### config.mk
export PLATFORM = sky130hd
export DESIGN_NAME = sat_counter
export DESIGN_NICKNAME = d
export VERILOG_FILES = /design/src/rtl/const_checker_sat_counter.sv
export SDC_FILE = /design/constraint.sdc
export NUM_CORES = 1
export LEC_CHECK = 0
export CAP_MARGIN = 20
export CORE_UTILIZATION = 40
export DETAILED_ROUTE_END_ITERATION = 8
export PLACE_DENSITY = 0.65
export SLEW_MARGIN = 20
export SYNTH_ARGS = -nofsm -noshare
export SYNTH_HDL_FRONTEND = slang
export SYNTH_SLANG_ARGS = --single-unit
### constraint.sdc
create_clock -name clk -period 4.4 [get_ports clk]
set_clock_uncertainty 0.05 [all_clocks]
set_input_delay 0.88 -clock clk [delete_from_list [all_inputs] [get_ports clk]]
set_output_delay 0.88 -clock clk [all_outputs]
set_load 0.005 [all_outputs]
### src/rtl/const_checker_sat_counter.sv
// Saturating up-counter with synchronous clear; count is visible one cycle after inc.
// It has no handshake: inc is a single-cycle pulse, and once the counter is all-ones, further pulses are absorbed.
module sat_counter #(
  parameter int WIDTH = 16
) (
  input  logic             clk,
  input  logic             rst,
  input  logic             clr,
  input  logic             inc,
  output logic [WIDTH-1:0] count
);

  logic [WIDTH-1:0] count_q, count_d;

  always_comb begin
    count_d = count_q;
    if (clr) begin
      count_d = '0;
    end else if (inc && (count_q != {WIDTH{1'b1}})) begin
      count_d = count_q + WIDTH'(1);
    end
  end

  always_ff @(posedge clk or posedge rst) begin
    if (rst) count_q <= '0;
    else     count_q <= count_d;
  end

  assign count = count_q;

endmodule

### Word-level counts from Yosys, hierarchy flattened

Cells that the tools add are included.

| storage, ports and cells | value |
|---|---|
| register bits | 16 |
| output and inout bits | 16 |
| logic and storage cells | 7 |

| cells by class | value |
|---|---|
| add/sub/neg operators | 1 |
| eq/ne operators | 1 |
| mux-type cells | 2 |
| reduce and logical (&&, ||, !) cells | 2 |

Operator list:

| cell | number |
|---|---|
| 16-bit two-way mux | 2 |
| 16-bit by 1-bit adder with 16-bit output, second input constant | 1 |
| 16-bit != test, second input constant | 1 |
| 2-bit nonzero test | 1 |
| 1-bit logical AND | 1 |

### Longest topological paths before layout

Gate-level depths: netlist of the first run.

| logic depth | value |
|---|---|
| depth after elaboration | 4 |
| depth in mapped cells | 6 |
| gate-level depth less buffers | 5 |

### Least setup slack after synthesis of the first run

No wires, ideal clock.

| path | value |
|---|---|
| path type | in2reg |
| from | in inc |
| to | reg count_q[13] (netlist: count[13]) |
| library setup time | 0.078 ns |
| arrival time | 2.164 ns |
| setup slack | 2.109 ns |
| stages on the path | 5 |
| path buffers | 1 |
| path through | clkbuf_2 nand3_1 or4_4 or4_1 a21oi_1 |

| on the way | value |
|---|---|
| cells in the longest elaborated chain, start to end | 2 |

Ends and longest elaborated chain:

| what | RTL line | source |
|---|---|---|
| start: declaration | 9 | `input logic inc,` |
| 1-bit logical AND | 19 | `end else if (inc && (count_q != {WIDTH{1'b1}})) begin` |
| 2-bit nonzero test (no line) | n/a |  |
| end signal: assignment | 26 | `else count_q <= count_d;` |
| end: declaration | 13 | `logic [WIDTH-1:0] count_q, count_d;` |

Every way passes these cells.
A chain may end at the register's enable or synchronous reset.

### Worst setup path in the final report of the first run

Ends and elaborated chain as after synthesis.

==> metrics.cfg, run 1 <==
[clock_tree]
htree_levels=1
tritoncts=built
cts_post_setup_buffers_inserted=0
clock-root-buffer=clkbuf_4
cts_made_buffers=3
cts-root-to-sink-buffers=2
holdBufCountCts=0
latest_clock_arrival_within_the_worst_skew_pair_ps=290
clk_pin_slew_ps=90
clock_sink_count=16
post_cts_resize_count=0

[synthesis]
synth-main-ff-cell=dfrtp_1
synthDominantCellAreaShare_pct=43.0
post_synth_inst_count=101
netlist_top_cells_count=16 x dfrtp_1, 12 x a21oi_1, 7 x nand3_1
synth_sequential_area_ratio_pct=43.0
synth.ff_latch_count=16
yosys_warnings=0
synthDistinctLibCells=29
synth.area.top_cells=dfrtp_1 43%, a21oi_1 6.4%, or4_1 4.8%
netlist.top_cell.by_area=dfrtp_1
post_synthesis_async_set_or_reset_flop_share_pct=100
count_of_flip_flops_with_a_built_in_enable_after_synthesis=0
syn_nets=106
synth.most_common_cell=dfrtp_1
syn-mean-instance-area_um2=9.23
syn_area_um2=932

[worst_setup_path]
crit_required_ps=4550
critPathMaxFanout=8
criticalPathCategory=input pin to register
crit_arrival_ps=2840
timing.critical_path.to_type=register
worst_setup_path_start_kind=input pin

[sta]
final_min_period_over_clock_period_pct=61.1
drv_slew=0
postLayoutSetupSlackWorst_ps=1710
timing.slew.headroom_pct=55.3
finalCriticalPeriod_ps=2690
worstMarginPinSlew_ps=669
fmaxAchievable_mhz=372
rsz0062_at_grt=no
finalHoldViolations=0
finalSetupTns_ps=0
setup_viol=0

[floorplan]
die-width_um=50.3
io_pins=20
fp.coreArea_um2=2210
die_h_um=50.3
initial_utilization_pct=42.1
floorplan.rows=17
floorplan.die_area_um2=2530

[routing]
highest_routing_layer_actually_used=met4
drt_first_pass_iters=4
post-route-drc-count=0
via_per_inst=5.92
wire_length_on_met3_um=73
detail_route.iter0.violations=26
wl_per_cell_um=14.5
ant_nets=0
route.met2.wl_um=1040
detailroute.via_count=870
totalWireLength_um=2140
met1_layer_wirelength_in_the_final_routing_um=1010

[job]
max_cap_viol_count=0

[layout]
multi_input_area_um2=495
layout.area.seq_um2=400
layout-area-overhead-vs-synth_pct=23.9
finalNetCount=126
largest_reg_flops=16
diodes_inserted=0
share_of_cells_above_drive_strength_1_pct=7.56
fillCellCount=218

[pwr]
sequentialPowerShare_pct=60.8
power.ir.vdd_worst_mv=0.153
cellLeakagePower_nw=0.405
comb_power_share_pct=7.7
cellPowerDensity_nw_per_um2=216
netSwitchingPower_w=0.0000597
switching_share_pct=24.0
clockPowerShare_pct=31.5
internal_power_w=0.000189

[grt]
track_usage_pct=18.3
global_route_wire_length_before_repair_um=3460
largest_net_degree_at_the_start_of_global_routing=20
first_global_vias=732
antenna_violations_before_repair=0
globalRouteOverflowTotal=0

[place]
port-buffer-count=19
post-place-ws_ps=1460
detailed_place_hpwl_um=1510
gpl.final_weighted_congestion=0.777

[min_path]
holdCritPathClass=register to register

[outcome]
status=finished, final reports clean

==> critical path, stage by stage <==
cell,delay [ps]
clkdlybuf4s50_1,610
nand3_1,240
or4_4,500
or4_1,440
a21oi_1,160
==> final cells by class <==
cell class | instances | share of cell area, %
Sequential cell | 16 | 34.7
Multi-Input combinational cell | 78 | 42.9
Timing Repair Buffer | 19 | 16.5
Tap cell | 28 | 3.03
Clock buffer | 3 | 1.95
Inverter | 3 | 0.975
==> power by group through the flow <==
stage / Combinational [W] / Sequential (W) / Clock (W)
6_report: 0.0000192 / 0.000151 / 0.0000786
5_1_grt: 0.0000213 / 0.000152 / 0.0000878
4_1_cts: 0.0000197 / 0.000151 / 0.0000819
3_5_place_dp: 0.0000196 / 0.000154 / 0
3_3_place_gp: 0.0000190 / 0.000154 / 0
2_1_floorplan: 0.0000116 / 0.000154 / 0
==> through the flow <==
step	hold WS (ps)	total power [W]	instances	utilization [%]	area, um2
2_1_floorplan	499	0.000166	101	-	932
3_3_place_gp	500	0.000173	144	51.2	1130
3_5_place_dp	525	0.000174	144	51.2	1130
4_1_cts	545	0.000253	147	52.2	1150
5_1_grt	585	0.000261	147	52.2	1150
6_report	539	0.000249	147	52.2	1150
==> layer usage <==
metal  global-route usage, %  vias to the layer above
met5                       0                        -
met4                    7.14                        0
met3                    3.64                        2
met2                    28.7                       21
met1                    24.5                      416
li1                        -                      431
==> final timing paths <==
check	from	to	slack, ps	depth (start not counted)
max	inc	count[13]	1710	5
min in group asynchronous	rst	count[0]	910	2
max reg2reg	count[0]	count[0]	2360	5
max in group asynchronous	rst	count[11]	2990	2
min	count[14]	count[14]	540	2
min reg2reg	count[14]	count[14]	540	2
==> cells in the final DEF, fill, tap and decap left out <==
cell,count
o21ai_0,5
o31ai_1,5
or3_2,1
dfrtp_1,16
clkdlybuf4s50_1,19
nand2_1,6
nor2b_1,3
nand4_1,4
nand4_4,1
or4_2,1
a21oi_1,12
nand2b_1,2
inv_1,3
and4_1,1
nand3_1,7
a31oi_1,1
clkbuf_4,3
ha_1,1
mux2_2,2
o41ai_1,2
nor3_1,4
nor2_1,3
or3_1,6
nor4_1,3
or4_1,6
mux2i_1,1
or4_4,1
==> logic make-up after synthesis <==
family | after synthesis | share of synthesized area [%]
AND/OR/NAND/NOR | 49 | 32.6
AO/OA/AOI/OAI | 25 | 15.7
flip-flops | 16 | 43.0
buffers and inverters | 7 | 3.89
multiplexers | 3 | 3.49
adder cells (fa/ha/maj) | 1 | 1.34
No activity file was read; power rests on OpenSTA's default activity.
==> inputs of run 2 (changes only) <==
- clock period: 4.4 -> 2.8 ns (I/O delays scaled with it)
==> metrics.cfg, run 2 (synthesis gave the netlist of run 1 again) <==
[sta]
finalSetupTns_ps=0
final_min_period_over_clock_period_pct=74.9
setup_viol=0
timing.slew.headroom_pct=59.2
worstMarginPinSlew_ps=608
fmaxAchievable_mhz=477
worst_hold_margin_ps=528
finalCriticalPeriod_ps=2100
rsz0062_at_grt=no
drv_slew=0
finalHoldViolations=0

[layout]
finalNetCount=129
layout-area-overhead-vs-synth_pct=26.3
layout_common_cells=19 x clkdlybuf4s50_1, 16 x dfrtp_1, 12 x a21oi_1
finish.instance_area_um2=1180
share_of_cells_above_drive_strength_1_pct=9.84
fillCellCount=215
fin_util_pct=53.2
final_common_cell=clkdlybuf4s50_1
largest_reg_flops=16
multi_input_area_um2=495
diodes_inserted=0
layout.area.seq_um2=400

[min_path]
start_point_of_the_worst_hold_path=count[14]
hold_path_depth=2
whs_endpoint=count[14]
holdCritPathClass=register to register

[routing]
totalWireLength_um=2070
drt_first_pass_iters=4
ant_nets=0
detailroute.via_count=874
detail_route.iter0.violations=17
wl_per_cell_um=13.8
post-route-drc-count=0
via_per_inst=5.83

[floorplan]
initial_utilization_pct=42.1
fp.coreArea_um2=2210
die_h_um=50.3
die-width_um=50.3
floorplan.rows=17
io_pins=20
floorplan.die_area_um2=2530

[grt]
largest_net_degree_at_the_start_of_global_routing=17
track_usage_pct=18.5
antenna_violations_before_repair=0
first_global_vias=730
globalRouteOverflowTotal=0
global_route_wire_length_before_repair_um=3470

[clock_tree]
post_cts_resize_count=0
clk_pin_slew_ps=90
latest_clock_arrival_within_the_worst_skew_pair_ps=290
cts_made_buffers=3
cts_post_setup_buffers_inserted=0
holdBufCountCts=0
clock-root-buffer=clkbuf_4
tritoncts=built
htree_levels=1
clock_sink_count=16
cts-root-to-sink-buffers=2

[job]
max_cap_viol_count=0

[worst_setup_path]
worst_setup_path_start_kind=input pin
crit_arrival_ps=2270
criticalPathCategory=input pin to register
timing.critical_path.to_type=register
crit_required_ps=2970
crit-reg2reg-capture=count[13]
r2r_cells=4
r2r_setup_slack_ps=890
critPathMaxFanout=6
reg2reg_from=count[7]

[pwr]
cellPowerDensity_nw_per_um2=333
power.ir.vdd_worst_mv=0.246
cellLeakagePower_nw=0.420

[outcome]
status=finished, final reports clean

[place]
gpl.final_weighted_congestion=0.733
placedInstanceArea_um2=1150
detailed_place_hpwl_um=1460
port-buffer-count=19

-- run 2: cell types whose count changed in the layout (fill, tap and decap cells not counted) --
cell	change
buf_4	+3
-- run 2: worst max-delay path by stage --
stage	depth (start not counted)	from	to	slack, ps
3_5_place_dp	5	inc	count[13]	400
2_1_floorplan	5	inc	count[13]	830
3_3_place_gp	5	inc	count[13]	430
6_report	5	inc	count[13]	700
4_1_cts	5	inc	count[13]	700
5_1_grt	5	inc	count[13]	620
-- run 2: report_power, final --
part           switching (W)  total [W]  internal, W
sequential        0.00000417   0.000238     0.000234
combinational      0.0000169  0.0000324    0.0000156
clock              0.0000722   0.000122    0.0000500
total              0.0000932   0.000392     0.000299
-- run 2: per-stage QoR --
stage / total power [W] / cells / setup slack [ps]
floorplan: 0.000260 / 101 / 829
global placement: 0.000275 / 147 / 431
global route: 0.000409 / 150 / 618
finish: 0.000392 / 150 / 703
detailed placement: 0.000275 / 147 / 401
CTS: 0.000399 / 150 / 698
-- run 2: worst max-delay path: stages --
cell             delay (ps)
clkdlybuf4s50_1         480
nand3_1                 180
or4_4                   490
or4_1                   410
a21oi_1                 150
-- run 2: layer usage --
layer	track usage, %	share of wire [%]
met1	25.9	50
met2	27.6	44
met3	5.45	5.5
met4	4.29	0.58
met5	0	0
-- run 2: cell type report --
class,count,area share [%]
Clock buffer,3,1.91
Timing Repair Buffer,22,18.1
Tap cell,28,2.98
Sequential cell,16,34.0
Multi-Input combinational cell,78,42.1
Inverter,3,0.956
